$ cat src/rtl/ripple_pkg.sv
// Shared definitions for the ripple counter chain sequencer: state encoding
// and counter widths used by the controller and its match filter.
package ripple_pkg;

  localparam int RUN_CNT_W = 8;
  localparam int CYC_CNT_W = 4;

  localparam logic [2:0] IDLE = 3'd0;
  localparam logic [2:0] CLR  = 3'd1;
  localparam logic [2:0] RUN  = 3'd2;
  localparam logic [2:0] HOLD = 3'd3;
  localparam logic [2:0] DONE = 3'd4;

endpackage

$ cat src/rtl/ripple_match_filter.sv
// Two-stage sampler of the asynchronous chain outputs. A match is reported
// only when two consecutive samples both equal the limit, rejecting ripple glitches.
module ripple_match_filter #(
  parameter int WIDTH = 6
) (
  input  logic             clk,
  input  logic             clear,
  input  logic             flush,
  input  logic [WIDTH-1:0] count_in,
  input  logic [WIDTH-1:0] lim,
  output logic             match
);

  logic [WIDTH-1:0] samp0_r;
  logic [WIDTH-1:0] samp1_r;
  logic [1:0]       vld_r;

  // sampler pipeline; flush empties it so stale samples never compare equal
  always_ff @(posedge clk) begin
    if (clear) begin
      samp0_r <= {WIDTH{1'b0}};
      samp1_r <= {WIDTH{1'b0}};
      vld_r   <= 2'b00;
    end else if (flush) begin
      samp0_r <= {WIDTH{1'b0}};
      samp1_r <= {WIDTH{1'b0}};
      vld_r   <= 2'b00;
    end else begin
      samp0_r <= count_in;
      samp1_r <= samp0_r;
      vld_r   <= {vld_r[0], 1'b1};
    end
  end

  assign match = (vld_r == 2'b11) && (samp0_r == lim) && (samp1_r == lim);

endmodule

$ cat src/rtl/ripple_chain_ctrl.sv
// Sequencer for the JK toggle ripple counter chain: clears the chain, runs it
// until the programmed limit is seen (or the run budget expires), settles and captures.
module ripple_chain_ctrl
  import ripple_pkg::*;
#(
  parameter int WIDTH      = 6,
  parameter int CLEAR_CYC  = 2,
  parameter int SETTLE_CYC = 4,
  parameter int MAX_RUN    = 255
) (
  input  logic             clk,
  input  logic             clear,
  input  logic             start,
  input  logic             abort,
  input  logic [WIDTH-1:0] limit,
  input  logic [WIDTH-1:0] count_in,
  output logic             chain_en,
  output logic             chain_clr,
  output logic             busy,
  output logic             done,
  output logic             hit,
  output logic             timeout,
  output logic [WIDTH-1:0] result
);

  localparam logic [CYC_CNT_W-1:0] CLR_LAST    = CYC_CNT_W'(CLEAR_CYC - 1);
  localparam logic [CYC_CNT_W-1:0] SETTLE_LAST = CYC_CNT_W'(SETTLE_CYC - 1);
  localparam logic [RUN_CNT_W-1:0] RUN_LAST    = RUN_CNT_W'(MAX_RUN - 1);

  logic [2:0]           state_r, state_s;
  logic [WIDTH-1:0]     lim_r, lim_s;
  logic [CYC_CNT_W-1:0] clr_cnt_r, clr_cnt_s;
  logic [CYC_CNT_W-1:0] settle_cnt_r, settle_cnt_s;
  logic [RUN_CNT_W-1:0] run_cnt_r, run_cnt_s;
  logic                 hit_r, hit_s;
  logic                 timeout_r, timeout_s;
  logic [WIDTH-1:0]     result_r, result_s;
  logic                 chain_en_r, chain_clr_r, busy_r, done_r;
  logic                 match_s;
  logic                 flush_s;

  assign flush_s = (state_r != RUN);

  ripple_match_filter #(
    .WIDTH (WIDTH)
  ) u_match_filter (
    .clk      (clk),
    .clear    (clear),
    .flush    (flush_s),
    .count_in (count_in),
    .lim      (lim_r),
    .match    (match_s)
  );

  // next-state and session bookkeeping
  always_comb begin
    state_s      = state_r;
    lim_s        = lim_r;
    clr_cnt_s    = clr_cnt_r;
    settle_cnt_s = settle_cnt_r;
    run_cnt_s    = run_cnt_r;
    hit_s        = hit_r;
    timeout_s    = timeout_r;
    result_s     = result_r;
    case (state_r)
      IDLE: begin
        if (start && !abort) begin
          state_s   = CLR;
          lim_s     = limit;
          hit_s     = 1'b0;
          timeout_s = 1'b0;
          clr_cnt_s = {CYC_CNT_W{1'b0}};
        end else begin
          state_s = IDLE;
        end
      end
      CLR: begin
        if (abort) begin
          state_s = IDLE;
        end else if (clr_cnt_r == CLR_LAST) begin
          clr_cnt_s = {CYC_CNT_W{1'b0}};
          // a zero limit is already satisfied by the freshly cleared chain
          if (lim_r != {WIDTH{1'b0}}) begin
            state_s   = RUN;
            run_cnt_s = {RUN_CNT_W{1'b0}};
          end else begin
            state_s      = HOLD;
            hit_s        = 1'b1;
            settle_cnt_s = {CYC_CNT_W{1'b0}};
          end
        end else begin
          clr_cnt_s = clr_cnt_r + CYC_CNT_W'(1);
        end
      end
      RUN: begin
        run_cnt_s = run_cnt_r + RUN_CNT_W'(1);
        if (abort) begin
          state_s = IDLE;
        end else if (match_s) begin
          state_s      = HOLD;
          hit_s        = 1'b1;
          settle_cnt_s = {CYC_CNT_W{1'b0}};
        end else if (run_cnt_r == RUN_LAST) begin
          state_s      = HOLD;
          timeout_s    = 1'b1;
          settle_cnt_s = {CYC_CNT_W{1'b0}};
        end else begin
          state_s = RUN;
        end
      end
      HOLD: begin
        if (abort) begin
          state_s = IDLE;
        end else if (settle_cnt_r == SETTLE_LAST) begin
          state_s  = DONE;
          result_s = count_in;
        end else begin
          settle_cnt_s = settle_cnt_r + CYC_CNT_W'(1);
        end
      end
      DONE: begin
        state_s = IDLE;
      end
      default: begin
        state_s = IDLE;
      end
    endcase
  end

  // state, session registers and outputs decoded from the next state
  always_ff @(posedge clk) begin
    if (clear) begin
      state_r      <= IDLE;
      lim_r        <= {WIDTH{1'b0}};
      clr_cnt_r    <= {CYC_CNT_W{1'b0}};
      settle_cnt_r <= {CYC_CNT_W{1'b0}};
      run_cnt_r    <= {RUN_CNT_W{1'b0}};
      hit_r        <= 1'b0;
      timeout_r    <= 1'b0;
      result_r     <= {WIDTH{1'b0}};
      chain_en_r   <= 1'b0;
      chain_clr_r  <= 1'b0;
      busy_r       <= 1'b0;
      done_r       <= 1'b0;
    end else begin
      state_r      <= state_s;
      lim_r        <= lim_s;
      clr_cnt_r    <= clr_cnt_s;
      settle_cnt_r <= settle_cnt_s;
      run_cnt_r    <= run_cnt_s;
      hit_r        <= hit_s;
      timeout_r    <= timeout_s;
      result_r     <= result_s;
      chain_en_r   <= (state_s == RUN);
      chain_clr_r  <= (state_s == CLR);
      busy_r       <= (state_s != IDLE);
      done_r       <= (state_s == DONE);
    end
  end

  assign chain_en  = chain_en_r;
  assign chain_clr = chain_clr_r;
  assign busy      = busy_r;
  assign done      = done_r;
  assign hit       = hit_r;
  assign timeout   = timeout_r;
  assign result    = result_r;

endmodule

$ cat config.mk
export PLATFORM = sky130hd
export DESIGN_NAME = ripple_chain_ctrl
export DESIGN_NICKNAME = d
export VERILOG_FILES = /design/src/rtl/ripple_pkg.sv /design/src/rtl/ripple_match_filter.sv /design/src/rtl/ripple_chain_ctrl.sv
export SDC_FILE = /design/constraint.sdc
export NUM_CORES = 1
export LEC_CHECK = 0
export BUFFER_PORTS_ARGS = -buffer_cell sky130_fd_sc_hd__buf_2
export CELL_PAD_IN_SITES_DETAIL_PLACEMENT = 1
export CELL_PAD_IN_SITES_GLOBAL_PLACEMENT = 1
export CORE_AREA = 3 3 85 63
export CTS_BUF_LIST = sky130_fd_sc_hd__clkbuf_8
export DETAILED_ROUTE_END_ITERATION = 8
export DIE_AREA = 0 0 88 66
export GPL_TIMING_DRIVEN = 0
export PLACE_DENSITY_LB_ADDON = 0.1
export SLEW_MARGIN = 20
export SYNTH_ARGS = -nofsm -noshare
export SYNTH_HDL_FRONTEND = slang
export SYNTH_SLANG_ARGS = --single-unit
export TNS_END_PERCENT = 5
$ cat constraint.sdc
create_clock -name clk -period 2.8 [get_ports clk]
set_input_delay 0.56 -clock clk [delete_from_list [all_inputs] [get_ports clk]]
set_output_delay 0.56 -clock clk [all_outputs]
set_load 0.01 [all_outputs]
# == After elaboration in Yosys (flattened, before gate mapping) ==
# Index checks and enable logic that the tools add are counted.
# op_classes
n_addsub,3
mul,0
n_div,0
magnitude_cmp,0
n_eq_ne,25
shifts,0
mux,39
bitwise_logic,1
reduce_logical,20
# op_table
op,n
$mux 4,11
$mux 8,3
$ne 2x2->1 const B,11
$pmux 8 s2,1
$mux 1,14
$eq 6x6->1,2
$mux 3,4
$pmux 3 s4,1
$pmux 4 s3,1
$eq 3x2->1 const B,3
$reduce_bool 3->1,3
$add 4x1->4 const B,2
$add 8x1->8 const B,1
$eq 8x8->1 const B,1
$pmux 4 s2,1
$reduce_and 8->1,1
$reduce_and 7->1,1
$eq 3x1->1 const B,2
$reduce_and 3->1,2
$reduce_bool 2->1,3
$reduce_bool 6->1,1
$reduce_and 5->1,1
$eq 4x1->1 const B,1
$eq 4x2->1 const B,1
other kinds (14),16
# totals
register_bits,51
latchBits,0
mem_bits_rw,0
rom_bits,0
out_inout_bits,12
word_cells,104
mem_count,0

# == Logic depth before layout (Yosys ltp) ==
# Gate-level depths: netlist of the first run.
# logic_depth
ltp_word,7
mapped_depth,8

# == Cells and area by module ==
# A second synthesis of the first run with hierarchy kept.
# unflattened
hier_cells,230
hier_area_um2,2183.3
# modules_own_cells
module,n_inst,cells_per_inst,area_each_um2,seq_area_each_um2
ripple_chain_ctrl,1,185,1711.6,740.7
ripple_match_filter,1,45,471.7,280.3

# == Worst setup path after synthesis of the first run ==
# No wires, ideal clock.
# synth_path
path_type,input port to flip-flop
startpoint,input abort
endpoint,register clr_cnt_r[2]
setup_ns,0.071
arrival_ns,1.865
slack_ns,0.865
path_stages,7
path_buffers,1
path_cell_list,clkbuf_1 -> or2_1 -> nor3_4 -> nor2_2 -> nor2_2 -> nand3b_1 -> a21oi_1
# synth_via
elab_chain_len,4
# synth_lines
item,line,rtl
from (decl),ripple_chain_ctrl.sv:14,"input logic abort,"
$logic_not 1->1,ripple_chain_ctrl.sv:67,if (start && !abort) begin
$logic_and 1x1->1,ripple_chain_ctrl.sv:67,
$ne 2x2->1 (no line),-,
$reduce_and 3->1 (no line) *,-,
to (signal assigned),ripple_chain_ctrl.sv:135,clr_cnt_r <= {CYC_CNT_W{1'b0}};
to (signal assigned),ripple_chain_ctrl.sv:148,clr_cnt_r <= clr_cnt_s;
to (decl),ripple_chain_ctrl.sv:32,"logic [CYC_CNT_W-1:0] clr_cnt_r, clr_cnt_s;"
# Every way passes the cells marked *; elsewhere a longest branch is shown, timed or not.
# A chain may end at the register's enable or synchronous reset.

# == Worst setup path in the final report of the first run ==
# layout_path
startpoint,register clr_cnt_r[0]
endpoint,register run_cnt_r[5]
# layout_via
elab_chain_len,3
# layout_lines
item,line,rtl
$eq 4x1->1,ripple_chain_ctrl.sv:80,end else if (clr_cnt_r == CLR_LAST) begin
$ne 2x2->1 (no line),-,
$reduce_and 4->1 (no line),-,
to (signal assigned),ripple_chain_ctrl.sv:137,run_cnt_r <= {RUN_CNT_W{1'b0}};
to (signal assigned),ripple_chain_ctrl.sv:150,run_cnt_r <= run_cnt_s;
to (decl),ripple_chain_ctrl.sv:34,"logic [RUN_CNT_W-1:0] run_cnt_r, run_cnt_s;"
# Every way passes these cells.

==> results of run 1 <==
==> registers in the layout, summed over array words and instances (netlist names) <==
name                    count
chain_clr                   1
state_r                     3
timeout                     1
clr_cnt_r                   4
u_match_filter.samp1_r      6
u_match_filter.vld_r        2
result                      6
settle_cnt_r                4
chain_en                    1
hit                         1
busy                        1
u_match_filter.samp0_r      6
done                        1
run_cnt_r                   8
lim_r                       6
==> cell usage in the layout (no fill, tap or decap), types with 4 or more instances in the layout <==
cell type  synthesis  final
dfxtp_1           51     51
nor2_1            28     28
buf_2              1     27
a21oi_1           21     21
nand3_1           17     17
nand2_1           17     17
and2_1            14     14
or3_1             10     10
mux2i_1            7      7
nor3_1             7      7
inv_1              5      6
o21ai_0            6      6
clkbuf_1           5      5
ha_1               5      5
clkbuf_8           0      5
nand4_1            4      4
a31oi_1            4      4
xor2_1             4      4
==> power by group <==
part	internal (mW)	switching, mW
logic	0.0312	0.0526
clock network	0.354	0.246
registers	0.733	0.00638
==> cell families (layout without fill, tap and decap cells) <==
kind of cell | Yosys count | in the layout | synth area share
AND/OR/NAND/NOR | 119 | 119 | 0.2941
flip-flops | 51 | 51 | 0.4706
AO/OA/AOI/OAI | 47 | 47 | 0.1332
buffers and inverters | 12 | 46 | 0.02480
multiplexers | 7 | 7 | 0.03230
adder cells (fa/ha/maj) | 5 | 5 | 0.02884
XOR/XNOR | 4 | 4 | 0.01615
==> cells in the mapped netlist, drive strengths merged, types with 3 or more instances <==
library cell	instances	share of area
a21oi	22	0.052
a31oi	4	0.012
and2	14	0.040
clkbuf	5	0.0087
dfxtp	51	0.47
ha	5	0.029
inv	5	0.0087
mux2i	7	0.032
nand2	17	0.029
nand3	18	0.044
nand4	4	0.012
nor2	30	0.054
nor3	9	0.028
o21ai	9	0.021
or2	3	0.0087
or3	10	0.029
xor2	4	0.016
==> layout make-up <==
cell class / count / area, µm² / share of cell area
Buffer: 7 / 35.03 / 0.01399
Tap cell: 57 / 71.32 / 0.02849
Inverter: 5 / 18.77 / 0.007496
Clock buffer: 5 / 68.82 / 0.02749
Timing Repair Buffer: 26 / 130.1 / 0.05197
Sequential cell: 51 / 1021 / 0.4078
Clock inverter: 3 / 63.81 / 0.02549
Multi-Input combinational cell: 182 / 1095 / 0.4373
==> routing by layer <==
layer	vias to the layer above	global-route usage	part of all wire
li1	926	-	-
met1	889	0.3032	0.50
met2	36	0.3158	0.44
met3	4	0.04234	0.046
met4	0	0.06322	0.0067
met5	-	0	0
==> worst paths after layout <==
path	start	endpoint	slack, ns	cells past startpoint
worst max-delay path	clr_cnt_r[0]	run_cnt_r[5]	0.47	7
worst max register to register	clr_cnt_r[0]	run_cnt_r[5]	0.47	7
worst min-delay path	result[3]	result[3]	0.46	2
worst min register to register	result[3]	result[3]	0.46	2
==> tightest hold or removal path, stage by stage (launching register included) <==
cell	delay, ns
dfxtp_1	0.32
nand2_1	0.05
a21oi_1	0.05
==> impl_metrics.tcl, run 1 <==
set metrics [dict create \
    core_region_area_mm2 0.004651 \
    grt_pass1_wl_mm 9.390 \
    htreeDepth 2 \
    io_pins 28 \
    die_area_mm2 0.005808 \
    syn-mean-instance-area_um2 8.855 \
    route.detailed.drc 0 \
    synthCells 245 \
    hold_viol_final 0 \
    die_w_um 88 \
    post-dp-hpwl_mm 4.002 \
    fin_tns_setup_ns 0 \
    drive_gt1_frac 0.1613 \
    synth_area_mm2 0.002170 \
    yosysSeqAreaShare 0.4706 \
    clkTransAtPathRegs_ns 0.09 \
    tightest_slew_ns 0.8149 \
    numPortBuffers 26 \
    end_kind "flop" \
    place_ws_ns 0.4861 \
    finalMaxSlewViolations 0 \
    dr.pass1.iters 4 \
    post-route-util 0.5383 \
    die_h_um 66 \
    cp_cell_sequence "ha_1, nor3b_1, and2b_1, o22a_4, nand3_2, or3_1, a21oi_1" \
    fin_ws_ns 0.4692 \
    finalNonFillerCells 336 \
    synthArstFlopShare 0 \
    power_mw 1.423 \
    num_rows 21 \
    cts_root_buf "clkbuf_8" \
    grt_start_max_net_pins 16 \
    fillers 552 \
    clock.fmax_mhz 429.0 \
    ctsHoldBuffers 0 \
    holdWs_ns 0.4601 \
    post-route-min-period_ns 2.331 \
    cpMaxStageDelayCell "nor3b_1" \
    path_max_fanout 7 \
    critPathKind "flop to flop" \
    cp_top_family "simple AND/OR/NAND/NOR gates" \
    drt-initial-drc-count 109 \
    n_antenna_cell 0 \
    required_ns 3.04 \
    start_kind "flop" \
    cp_data_arrival_time_ns 2.57 \
    syn2layout_area_growth_pct 15.40 \
    fin_nets 299 \
    rsz0062_at_grt "no" \
    synth_edf_count 0 \
    hp-class "flop to flop" \
    ir_drop_mv 0.2469 \
    power_density_mw_per_mm2 568.2 \
    grt_pass1_vias 1866 \
    grt_use_total 0.2106 \
    dpl.cell_count 328 \
    ant_nets 0 \
    p_leak_nw 0.9994 \
    outcome "finished, final reports clean" \
    place_area_mm2 0.002371 \
    overflow 0 \
    wl_mm 5.642 \
    finClkSkew_ns 0.006620 \
    synth-seq-cells 51 \
    viasPerCell 5.521 \
    max_cap_violations 0 \
    setup_violations 0 \
    final_area_mm2 0.002504 \
    vias 1855 \
    antenna_found_initial 0 \
    numCtsBuffers 5 \
    cts_setup_buffers 0 \
    start_util 0.4665 \
    synth.distinct_cells 46 \
    synthesis.nets 266 \
    cts_resized 0 \
    gp_congestion 0.7964 \
    cts_tree "yes" \
    ys.flop_type "dfxtp_1" \
    max_slew_margin 0.4556 \
    fin_crit_sh 0.8324 \
    clk_latency_ns 0.31 \
    wl_per_cell_um 16.79 \
    max_stage_delay_ns 0.67 \
    cts.sinks 51 \
    yosysWarnings 0 \
    clockBufferDepth 2 \
    critical_path_buf_inv_count 0 \
]
Power figures use the tool's default switching activity.
==> run 2, diff against run 1 <==
Settings changed: ABC_AREA set to 1, CORE_AREA 3 3 85 63 to 3 3 92 68, DIE_AREA 0 0 88 66 to 0 0 95 71.
Clock period 2.8 ns to 2.3 ns, I/O delays scaled along.
==> impl_metrics.tcl, run 2 <==
set metrics [dict create \
    clkTransAtPathRegs_ns 0.10 \
    cts_setup_buffers 0 \
    start_util 0.4123 \
    tightest_slew_ns 0.6422 \
    hp-class "input port to flop" \
    synthArstFlopShare 0 \
    cts_tree "yes" \
    grt-busiest-layer "met2" \
    synthTopCellsByArea "dfxtp_1, nand2_1, inv_1, nor2_1, a21oi_1" \
    clock.fmax_mhz 563.1 \
    largest_register_ffs 8 \
    num_rows 23 \
    use_met2 0.2953 \
    synth_edf_count 0 \
    syn-mean-instance-area_um2 7.111 \
    grt_use_met1 0.2877 \
    gp_congestion 0.8444 \
    end_kind "flop" \
    drive_gt1_frac 0.1271 \
    overflow 0 \
    fillers 754 \
    wl_mm 5.968 \
    yosysSeqAreaShare 0.4459 \
    cp_data_arrival_time_ns 2.04 \
    core_region_area_mm2 0.005554 \
    grt_pass1_wl_mm 10.41 \
    cts_resized 0 \
    antenna_found_initial 0 \
    place_ws_ns 0.3580 \
    numCtsBuffers 5 \
    outcome "finished, final reports clean" \
    grt_use_total 0.1986 \
    rsz0062_at_grt "no" \
    place_area_mm2 0.002509 \
    yosysWarnings 0 \
    yosys.cell_count.top_type "nand2_1" \
    hold_start "count_in[3]" \
    synth-seq-cells 51 \
    ys_top_cells_by_count "nand2_1, dfxtp_1, inv_1" \
    r2r-end "settle_cnt_r[2]" \
    required_ns 2.56 \
    ctsHoldBuffers 0 \
    power_mw 1.700 \
    p_leak_nw 1.162 \
    fin_ws_ns 0.5240 \
    cts.sinks 51 \
    hold_viol_final 0 \
    synth_top_cell_by_area "dfxtp_1" \
    drt-initial-drc-count 57 \
    finClkSkew_ns 0.01068 \
    r2r_slack_ns 0.52 \
    final_area_mm2 0.002611 \
    critPathKind "flop to flop" \
    finalMaxSlewViolations 0 \
    fin_tns_setup_ns 0 \
    ys.flop_type "dfxtp_1" \
    synth.distinct_cells 32 \
    post-route-min-period_ns 1.776 \
    grt_pass1_vias 2146 \
    die_h_um 71 \
    holdPathEnd "u_match_filter.samp0_r[3]" \
    r2r_cells 10 \
    viasPerCell 4.821 \
    htreeDepth 2 \
    holdWs_ns 0.3811 \
    path_max_fanout 5 \
    synthesis.nets 343 \
    ir_drop_mv 0.2588 \
    grt_start_max_net_pins 15 \
    synthCells 322 \
    die_area_mm2 0.006745 \
    power_density_mw_per_mm2 651.1 \
    hold_path_depth 3 \
    max_cap_violations 0 \
    most-common-layout-cells "nand2_1, dfxtp_1, inv_1" \
    fin_crit_sh 0.7722 \
    clk_latency_ns 0.32 \
    vias 2068 \
    max_slew_margin 0.5719 \
    synth_area_mm2 0.002290 \
    io_pins 28 \
    cts_root_buf "clkbuf_8" \
    worstReg2RegStart "clr_cnt_r[1]" \
    setup_violations 0 \
    n_antenna_cell 0 \
    start_kind "flop" \
    grt_util_met3 0.05420 \
    post-dp-hpwl_mm 4.514 \
    numPortBuffers 25 \
    wl_per_cell_um 13.91 \
    synth_top_area_frac 0.4459 \
    regMostFlops "run_cnt_r" \
    die_w_um 95 \
    clockBufferDepth 2 \
    final_common_cell "nand2_1" \
    dr.pass1.iters 4 \
    syn2layout_area_growth_pct 14.04 \
    ant_nets 0 \
    fin_nets 375 \
    route.detailed.drc 0 \
]
==> run 2: worst max path at each step <==
stage / from / end / depth (start not counted)
global route: state_r[1] / result[1] / 7
finish: clr_cnt_r[1] / settle_cnt_r[2] / 10
CTS: state_r[1] / result[4] / 7
floorplan: clr_cnt_r[0] / settle_cnt_r[2] / 8
global placement: abort / lim_r[2] / 6
detailed placement: abort / lim_r[2] / 6
==> run 2: layout make-up <==
class	count	area, µm²	share of cell area
clock inverters	2	33.78	0.01294
clock buffers	5	68.82	0.02635
multi-input cells	212	1042	0.3991
well taps	75	93.84	0.03594
flip-flops and latches	51	1021	0.3910
repair buffers	25	125.1	0.04792
inverters	52	195.2	0.07475
plain buffers	7	31.28	0.01198
==> run 2: metal layers <==
layer | part of all wire | wire length, µm
met5 | 0 | 0
met1 | 0.54 | 3211
met3 | 0.041 | 245
met2 | 0.41 | 2458
met4 | 0.0089 | 53
==> run 2: where the power goes <==
| part | internal, mW | switching (mW) | total, mW |
|---|---|---|---|
| logic | 0.0540 | 0.105 | 0.159 |
| clock network | 0.315 | 0.306 | 0.621 |
| registers | 0.904 | 0.0167 | 0.921 |
==> run 2: kinds of logic (layout without fill, tap and decap cells) <==
family                     Yosys count  after routing  share of synthesized area
xor gates and xnor gates             4              4                    0.01530
adders and majority gates            5              5                    0.02732
and+or+nand+nor                    154            154                     0.3000
buffers and inverters               59             91                    0.09891
DFF                                 51             51                     0.4459
AOI/OAI and AO/OA                   49             49                     0.1126
==> run 2: through the flow <==
| stage | util | cells |
|---|---|---|
| after global placement | 0.4517 | 422 |
| after floorplan | - | 322 |
| after CTS | 0.4702 | 429 |
| after detailed placement | 0.4517 | 422 |
| after global routing | 0.4702 | 429 |
| final | 0.4702 | 429 |
==> run 2: worst max-delay path: stages (launching register included) <==
cell     delay (ns)
dfxtp_1        0.34
inv_1          0.08
ha_1           0.14
nand2_1        0.08
o21ai_1        0.24
nand2_1        0.15
nor3_2         0.29
nand3_2        0.17
nand2_1        0.09
nand2_1        0.05
nor2_1         0.09
==> run 3, diff against run 2 <==
Settings changed: CORE_AREA 3 3 92 68 to 3 3 96 71, DIE_AREA 0 0 95 71 to 0 0 99 74.
Clock period 2.3 ns to 1.44 ns, I/O delays scaled along.
==> impl_metrics.tcl, run 3 (same netlist as run 2, synthesis figures left out) <==
set metrics [dict create \
    fillers 778 \
    vias 2196 \
    ant_nets 0 \
    start_kind "flop" \
    cts_tree "yes" \
    ir_drop_mv 0.3439 \
    cts_root_buf "clkbuf_8" \
    antenna_found_initial 0 \
    p_leak_nw 1.325 \
    numPortBuffers 25 \
    die_area_mm2 0.007326 \
    grt_pass1_wl_mm 9.984 \
    core_region_area_mm2 0.006036 \
    overflow 0 \
    required_ns 1.66 \
    fin_tns_setup_ns -0.7337 \
    fin_ws_ns -0.09311 \
    power_density_mw_per_mm2 932.8 \
    grt_pass1_vias 2084 \
    io_pins 28 \
    outcome "finished with violations" \
    end_kind "flop" \
    place_ws_ns -0.4249 \
    hold_viol_final 0 \
    grt_start_max_net_pins 17 \
    clockBufferDepth 2 \
    fin_nets 397 \
    largest_register_ffs 8 \
    fin_crit_sh 1.065 \
    gp_congestion 0.7905 \
    power_mw 2.858 \
    tightest_slew_ns 0.5536 \
    die_w_um 99 \
    drt-initial-drc-count 49 \
    most-common-layout-cells "nand2_1, inv_1, dfxtp_1" \
    critPathKind "flop to flop" \
    clock.fmax_mhz 652.3 \
    hp-class "input port to flop" \
    final_common_cell "nand2_1" \
    syn2layout_area_growth_pct 33.83 \
    viasPerCell 4.826 \
    cts.sinks 51 \
    path_max_fanout 5 \
    die_h_um 74 \
    finClkSkew_ns 0.008955 \
    grt_use_total 0.1736 \
    htreeDepth 2 \
    n_antenna_cell 0 \
    regMostFlops "run_cnt_r" \
    wl_per_cell_um 14.70 \
    post-route-min-period_ns 1.533 \
    clk_latency_ns 0.31 \
    dr.pass1.iters 4 \
    cp_data_arrival_time_ns 1.75 \
    rsz0062_at_grt "yes" \
    violations "setup timing" \
    wl_mm 6.689 \
    num_rows 24 \
    drive_gt1_frac 0.3236 \
    route.detailed.drc 0 \
    numCtsBuffers 5 \
    start_util 0.3794 \
    max_slew_margin 0.6310 \
    setup_violations 15 \
    finalMaxSlewViolations 0 \
    clkTransAtPathRegs_ns 0.10 \
    max_cap_violations 0 \
    post-dp-hpwl_mm 4.494 \
]
-- run 3: per-layer routing --
metal,share of wire,global-route usage
met1,0.49,0.2476
met2,0.45,0.2701
met3,0.041,0.03468
met4,0.015,0.04697
met5,0,0
-- run 3: where the power goes --
part	switching, mW	leakage [nW]	total (mW)	internal (mW)
Clock	0.498	0.0581	1.02	0.518
Combinational	0.216	0.847	0.364	0.148
Sequential	0.0358	0.420	1.48	1.44
Total	0.749	1.33	2.86	2.11
-- run 3: through the flow --
step,cell area [µm²],utilization,hold WS (ns),std cells
finish,3064,0.5077,0.2187,455
global route,3064,0.5077,0.2105,455
CTS,2861,0.4741,0.2094,447
detailed placement,2519,0.4173,0.4273,425
global placement,2519,0.4173,0.4227,425
floorplan,2296,-,0.4084,322
-- run 3: repair_timing --
| item | 4_1_cts | 5_1_grt |
|---|---|---|
| hold buffers | 0 | 0 |
| setup endpoints to repair | 45 | 39 |
| buffers inserted | 14 | 8 |
| gates cloned | 0 | 0 |
| gates resized for setup | 37 | 49 |
| pin swaps | 15 | 28 |
| hold endpoints to repair | 0 | 0 |
-- run 3: worst max-delay path, stage by stage, from the launching register on --
cell and delay, ns:
dfxtp_4 0.38, inv_4 0.08, nand2_4 0.06, nor2_8 0.10, inv_4 0.06, nand2_4 0.07
nand2_4 0.06, nor3_4 0.23, buf_4 0.16, nand4_1 0.10, nand2_1 0.08, nor2_1 0.05
-- run 3: worst paths after layout --
| check | start | cells after the start | end | slack, ns |
|---|---|---|---|---|
| worst min register to register | u_match_filter.vld_r[0] | 2 | u_match_filter.vld_r[1] | 0.44 |
| worst max-delay path | state_r[0] | 11 | settle_cnt_r[0] | -0.09 |
| worst min-delay path | count_in[2] | 3 | u_match_filter.samp0_r[2] | 0.22 |
| worst max register to register | state_r[0] | 11 | settle_cnt_r[0] | -0.09 |
-- run 3: area by class of cell --
type / instances / area, µm² / share of cell area
inverter: 52 / 205.2 / 0.06697
clock buffer: 5 / 68.82 / 0.02246
buffer: 7 / 41.29 / 0.01347
sequential: 51 / 1049 / 0.3422
timing repair buffer: 47 / 290.3 / 0.09473
tap: 78 / 97.59 / 0.03185
multi-input combinational: 212 / 1269 / 0.4140
clock inverter: 3 / 43.79 / 0.01429
